**src/rtl/pipe_pkg.sv**
```systemverilog
// Shared types for the MEM/WB writeback boundary.
// Default payload geometry, state encoding and the hard-wired zero register.
package pipe_pkg;

  localparam int WB_DATA_W     = 32;
  localparam int WB_REG_ADDR_W = 5;

  typedef enum logic [1:0] {
    EMPTY = 2'd0,
    ONE   = 2'd1,
    FULL  = 2'd2
  } wb_state_e;

  typedef struct packed {
    logic                     mem_to_reg;
    logic                     reg_write;
    logic [WB_REG_ADDR_W-1:0] rd;
    logic [WB_DATA_W-1:0]     alu_result;
    logic [WB_DATA_W-1:0]     read_data;
  } wb_payload_t;

  localparam logic [WB_REG_ADDR_W-1:0] REG_ZERO = '0;

endpackage

```
**src/rtl/pipe_slot.sv**
```systemverilog
// One payload register of the MEM/WB skid buffer.
// Load-enabled, cleared to zero by synchronous reset.
module pipe_slot #(
  parameter int W = 74
) (
  input  logic         clk,
  input  logic         reset,
  input  logic         load,
  input  logic [W-1:0] d,
  output logic [W-1:0] q
);

  always_ff @(posedge clk) begin
    if (reset)
      q <= '0;
    else if (load)
      q <= d;
  end

endmodule

```
**src/rtl/mem_wb_skid_reg.sv**
```systemverilog
// MEM/WB pipeline register with valid/ready, 2-entry skid and flush.
// Main slot drives out_*; skid slot catches the entry in flight on a stall.
module mem_wb_skid_reg
  import pipe_pkg::*;
#(
  parameter int DATA_W            = 32,
  parameter int REG_ADDR_W        = 5,
  parameter bit ZERO_REG_SUPPRESS = 1'b1
) (
  input  logic                  clk,
  input  logic                  reset,
  input  logic                  flush,
  input  logic                  in_valid,
  output logic                  in_ready,
  input  logic                  in_mem_to_reg,
  input  logic                  in_reg_write,
  input  logic [REG_ADDR_W-1:0] in_rd,
  input  logic [DATA_W-1:0]     in_alu_result,
  input  logic [DATA_W-1:0]     in_read_data,
  output logic                  out_valid,
  input  logic                  out_ready,
  output logic                  out_mem_to_reg,
  output logic                  out_reg_write,
  output logic [REG_ADDR_W-1:0] out_rd,
  output logic [DATA_W-1:0]     out_alu_result,
  output logic [DATA_W-1:0]     out_read_data,
  output logic [DATA_W-1:0]     out_wb_data,
  output logic                  out_wb_en,
  output logic [1:0]            occupancy
);

  localparam int PW = 2 + REG_ADDR_W + 2 * DATA_W;

  wb_state_e     state;
  wb_state_e     state_nxt;
  logic [PW-1:0] in_vec;
  logic [PW-1:0] main_d;
  logic [PW-1:0] main_q;
  logic [PW-1:0] skid_q;
  logic          main_ld;
  logic          skid_ld;
  logic          rd_zero;

  assign in_vec = {in_mem_to_reg, in_reg_write, in_rd,
                   in_alu_result, in_read_data};

  assign {out_mem_to_reg, out_reg_write, out_rd,
          out_alu_result, out_read_data} = main_q;

  always_ff @(posedge clk) begin
    if (reset)
      state <= EMPTY;
    else
      state <= state_nxt;
  end

  always_comb begin
    state_nxt = state;
    if (flush) begin
      state_nxt = EMPTY;
    end else begin
      unique case (state)
        EMPTY: if (in_valid) state_nxt = ONE;
        ONE: begin
          if (in_valid && !out_ready)
            state_nxt = FULL;
          else if (!in_valid && out_ready)
            state_nxt = EMPTY;
        end
        FULL: if (out_ready) state_nxt = ONE;
        default: state_nxt = EMPTY;
      endcase
    end
  end

  // Loads are gated by flush so a squashed cycle never disturbs payload.
  always_comb begin
    in_ready  = 1'b1;
    out_valid = 1'b0;
    occupancy = 2'd0;
    main_ld   = 1'b0;
    skid_ld   = 1'b0;
    main_d    = in_vec;
    unique case (state)
      EMPTY: begin
        main_ld = in_valid && !flush;
      end
      ONE: begin
        out_valid = 1'b1;
        occupancy = 2'd1;
        main_ld   = in_valid && out_ready && !flush;
        skid_ld   = in_valid && !out_ready && !flush;
      end
      FULL: begin
        in_ready  = 1'b0;
        out_valid = 1'b1;
        occupancy = 2'd2;
        main_ld   = out_ready && !flush;
        main_d    = skid_q;
      end
      default: begin
        in_ready = 1'b0;
      end
    endcase
  end

  pipe_slot #(.W(PW)) u_main (
    .clk   (clk),
    .reset (reset),
    .load  (main_ld),
    .d     (main_d),
    .q     (main_q)
  );

  pipe_slot #(.W(PW)) u_skid (
    .clk   (clk),
    .reset (reset),
    .load  (skid_ld),
    .d     (in_vec),
    .q     (skid_q)
  );

  assign out_wb_data = out_mem_to_reg ? out_read_data : out_alu_result;

  assign rd_zero = ZERO_REG_SUPPRESS &&
                   (out_rd == REG_ADDR_W'(REG_ZERO));

  assign out_wb_en = out_valid && out_ready &&
                     out_reg_write && !rd_zero;

endmodule

```
**config.mk**
```make
export PLATFORM = sky130hd
export DESIGN_NAME = mem_wb_skid_reg
export DESIGN_NICKNAME = d
export VERILOG_FILES = /design/src/rtl/pipe_pkg.sv /design/src/rtl/pipe_slot.sv /design/src/rtl/mem_wb_skid_reg.sv
export SDC_FILE = /design/constraint.sdc
export NUM_CORES = 1
export LEC_CHECK = 0
export CAP_MARGIN = 15
export CORE_ASPECT_RATIO = 0.6
export CORE_UTILIZATION = 30
export CTS_BUF_LIST = sky130_fd_sc_hd__clkbuf_16
export DETAILED_ROUTE_END_ITERATION = 12
export PLACE_DENSITY = 0.52
export SETUP_SLACK_MARGIN = 0.1
export SLEW_MARGIN = 20
export SYNTH_ARGS = -nofsm -noshare
export SYNTH_HDL_FRONTEND = slang
export SYNTH_SLANG_ARGS = --single-unit
```
**constraint.sdc**
```tcl
create_clock -name clk -period 5.5 [get_ports clk]
set_clock_uncertainty 0.15 [all_clocks]
set_input_delay 1.65 -clock clk [delete_from_list [all_inputs] [get_ports clk]]
set_output_delay 1.65 -clock clk [all_outputs]
set_load 0.05 [all_outputs]
```
After elaboration in Yosys (flattened, before gate mapping)
Index checks and enable logic that the tools add are counted.
{"block": "word_totals", "out_inout_bits": 108, "regBits": 144, "word_cells": 40, "input_bits": 76}
{"block": "classes", "n_reduce_logical": 20, "mux": 12, "eq_ne": 5}
{"operator": "71-bit 2-to-1 mux", "count": 1}
{"operator": "32-bit 2-to-1 mux", "count": 1}
{"operator": "1-bit logical AND", "count": 10}
{"operator": "2-bit 2-to-1 mux", "count": 4}
{"operator": "2-bit one-hot mux with 3 select lines", "count": 1}
{"operator": "2-bit OR reduction", "count": 3}
{"operator": "5-bit zero test", "count": 1}
{"operator": "1-bit zero test", "count": 4}
{"operator": "2-bit inequality test, second input constant", "count": 2}
{"operator": "2-bit one-hot mux with 2 select lines", "count": 1}
{"operator": "1-bit 2-to-1 mux", "count": 3}
{"operator": "3-bit inequality test, second input constant", "count": 1}
{"operator": "1-bit one-hot mux with 3 select lines", "count": 1}
{"operator": "3-bit AND reduction", "count": 1}
{"operator": "2-bit by 1-bit equality test with 1-bit output, second input constant", "count": 1}
{"operator": "2-bit equality test, second input constant", "count": 1}
{"operator": "2-bit zero test", "count": 1}

Longest topological paths before layout
{"block": "logic_depth", "ltp_word": 6, "ltp_mapped": 7, "mapped_depth_nobuf": 5}

Hierarchy
From an unflattened synthesis, not the netlist that was laid out.
{"block": "unflattened", "cells_unflattened": 605, "area_unflattened_um2": 6575.1}
{"module": "pipe_slot", "area_each_um2": 2546.2, "seq_area_each_um2": 1421.4, "cells_each": 229, "instances": 2}
{"module": "mem_wb_skid_reg", "area_each_um2": 1482.7, "seq_area_each_um2": 40.0, "cells_each": 147, "instances": 1}

Worst setup path before layout
OpenSTA, ideal clock, no wires.
{"block": "synth_path", "path_kind": "input port to output port", "start": "in out_ready", "end": "out out_wb_en", "required_time_ns": 3.700, "arrival_ns": 2.505, "cell_stages": 2, "path_slack_ns": 1.195, "path_buffers": 0, "path_cell_list": "nand3_1 -> a21oi_1"}
{"block": "synth_between", "elab_chain_cells": 3}
{"item": "from (decl)", "line": "mem_wb_skid_reg.sv:21", "text": "input logic out_ready,"}
{"item": "1-bit logical AND (2 in series)", "line": "mem_wb_skid_reg.sv:128", "text": "assign out_wb_en = out_valid && out_ready &&"}
{"item": "1-bit logical AND", "line": "mem_wb_skid_reg.sv:129", "text": "out_reg_write && !rd_zero;"}
{"item": "to (decl)", "line": "mem_wb_skid_reg.sv:28", "text": "output logic out_wb_en,"}
No other way between the ends.

Final worst setup path
Ends and elaborated chain as after synthesis.

==> metrics <==
status=finished clean; Most common cell on crit path=clkdlybuf4s50_1; Final GP Congestion=0.8088; Pwr Density=309.9 nW/µm²; first-pass GRT wire length=34.93 mm; # IOs=184; Hold WS=0.3006 ns; post-synthesis sequential area ratio=40.32%; critical path arrival=3.25 ns; core area=23240 µm²; Power Total=3025 µW; CTS root buf=clkbuf_16; Critical Path Source=out_ready; Crit path buffers/inverters=2; Crit path required time=3.70 ns; DR WL/cell=17.26 µm; Crit Path Category=input pin to output port; hold depth=2; CTS Sinks=144; Post-Syn Instances=816; total grt overflow=0; initial DRC count=283; H-Tree Depth=4; final WL=22.17 mm; Yosys reg bits=144; final critical-path share of the clock period=91.80%; CP Depth=4; Fin. Hold Viols=0; largest net degree at the start of global routing=105; Die X=201.3 µm; ys async rst share=0%; Max Transition Viols Final=0; CP startpoint kind=input pin; Critical-path top delay cell=clkdlybuf4s50_1; Die ar.=24470 µm²; Final Non-Filler Cells=1284; GRT Total Usage=18.41%; crit-path cells=clkdlybuf4s50_1 -> nand3_1 -> a21oi_1 -> clkdlybuf4s50_1; DRC viols=0; CTS Hold Buffers Added=0; Initial Util=30.76%; MaxCap Viol Count=0; cts repair resizes=0; setup_tns=0 ns; FF-to-FF Start=state[1]; Layout area overhead=36.56%; Post-CTS Setup Bufs=0; Warnings, synthesis=0; Mean Syn Cell Area=8.761 µm²; initial antenna violation count=2; Hold Path Class=flip-flop to flip-flop; dpl cells=1251; clk_lat worst skew=0.42 ns; CTS clk-pin slew, worst paths=0.06 ns; Max Buffers Root-to-Sink=2; Mapped Nets=900; drt first pass iters=7; Critical Path Max Stage Delay=0.81 ns; CTS tree=built; critical path's top delay family=buffers and inverters; Slew headroom=25.94%; DR vias/cell=4.876; R2R Setup Slk=2.34 ns; hold wc startpoint=u_skid.q[43]; LEAKAGE=0.003194 µW; RSZ-0062 raised after global routing=no; mapped cell area=7149 µm²; R2R depth=6; Port Buf Inserts=183; NumNets Final=1039; crit end category=output port; Post-synth EDFFs=0; Peak supply drop=0.2043 mV; number of global-route vias before repair=6098; vias=6261; Die Ht=121.6 µm; ANT nets after route=0; Worst Tran Pin Value=1.111 ns; Max Clk Rate=198.1 MHz; Final Setup Violations=0; hpwl dp=13.45 mm; Synth cell types=28; total CTS buffers=17; min cycle time layout=5.049 ns; FP Rows=43; fraction of layout cells with a size suffix above 1=19.63%; main flop type after synthesis=dfxtp_1; crit-path max FO=5
-- through the flow --
| stage | util (%) | worst slack (ns) | cell area [µm²] |
|---|---|---|---|
| after floorplan | - | 1.195 | 7149 |
| after global placement | 39.51 | 0.4745 | 9184 |
| after detailed placement | 39.51 | 0.4548 | 9184 |
| after CTS | 42.00 | 0.4406 | 9761 |
| after global routing | 42.00 | 0.3876 | 9761 |
| final | 42.01 | 0.4512 | 9763 |
-- worst reg2reg max path: stages, from the launching register on --
cell	delay [ns]
dfxtp_1	0.48
inv_1	0.11
ha_1	0.40
a21boi_0	0.49
nand2_4	0.67
buf_4	0.51
a221oi_2	0.25
-- placed cells by master, fill, tap and decap left out, types with 2 or more instances in the layout --
| cell | Yosys | routed |
|---|---|---|
| clkdlybuf4s50_1 | 0 | 182 |
| nand2_1 | 177 | 176 |
| dfxtp_1 | 144 | 143 |
| inv_1 | 74 | 76 |
| a21oi_1 | 74 | 74 |
| mux2_2 | 71 | 71 |
| nor3_1 | 71 | 71 |
| a221oi_2 | 70 | 70 |
| o21ai_0 | 32 | 32 |
| clkbuf_16 | 0 | 17 |
| buf_4 | 0 | 11 |
| ha_1 | 8 | 7 |
| clkinv_1 | 0 | 4 |
| clkinv_2 | 0 | 3 |
| bufinv_16 | 0 | 3 |
| or2_2 | 2 | 2 |
| nor2b_1 | 2 | 2 |
| o31ai_1 | 2 | 2 |
| or4_1 | 2 | 2 |
| clkinvlp_4 | 0 | 2 |
| buf_12 | 0 | 2 |
-- flip-flops by register name, summed over array words and instances, names as in the netlist --
| register | cells |
|---|---|
| state | 2 |
| u_main.q | 71 |
| u_skid.q | 71 |
-- Yosys cell counts, drive strengths merged (2+ instances only) --
cell | count | area [µm²]
nor2b | 2 | 12.51
clkbuf | 51 | 191.4
buf | 25 | 165.2
mux2 | 71 | 799.5
or2 | 3 | 18.77
a221oi | 71 | 1060
nand2 | 177 | 664.4
or4 | 2 | 15.01
o31ai | 2 | 15.01
a21oi | 74 | 370.4
ha | 8 | 100.1
dfxtp | 144 | 2883
nor3 | 71 | 355.3
o21ai | 32 | 160.2
inv | 74 | 277.8
-- cell families (layout without fill, tap and decap cells) --
kind of cell	Yosys count	count (layout)	share of synthesized area [%]
and+or+nand+nor	261	261	15.44
AOI/OAI and AO/OA	182	182	22.79
buffers and inverters	150	302	8.873
DFF	144	144	40.32
muxes	71	71	11.18
adders and majority gates	8	8	1.400
other	0	1	0
-- per-layer routing --
metal / share of wire, % / wire length (µm) / GRT usage [%] / up-vias
met4: 0.89 / 198 / 4.451 / 2
met3: 5.8 / 1278 / 5.993 / 15
met5: 0.077 / 17 / 0 / -
met1: 54 / 11890 / 27.46 / 2984
li1: - / - / - / 3125
met2: 40 / 8783 / 25.00 / 135
-- where the power goes --
group / internal [µW] / total [µW] / switching, µW
clock: 702 / 1170 / 466
sequential: 1090 / 1140 / 43.4
combinational: 261 / 720 / 459
-- final timing paths --
path / endpoint
worst max register to register: u_main.q[19]
worst min-delay path: u_skid.q[43]
worst min register to register: u_skid.q[43]
worst max-delay path: out_wb_en
-- cell type report --
type,count,area [µm²]
fillers,2323,13480
flip-flops and latches,144,2884
clock inverters,15,151.4
inverters,74,277.8
clock buffers,17,425.4
repair buffers,196,1956
diodes,1,2.502
well taps,315,394.1
multi-input cells,522,3672
No activity file was read; power rests on OpenSTA's default activity.
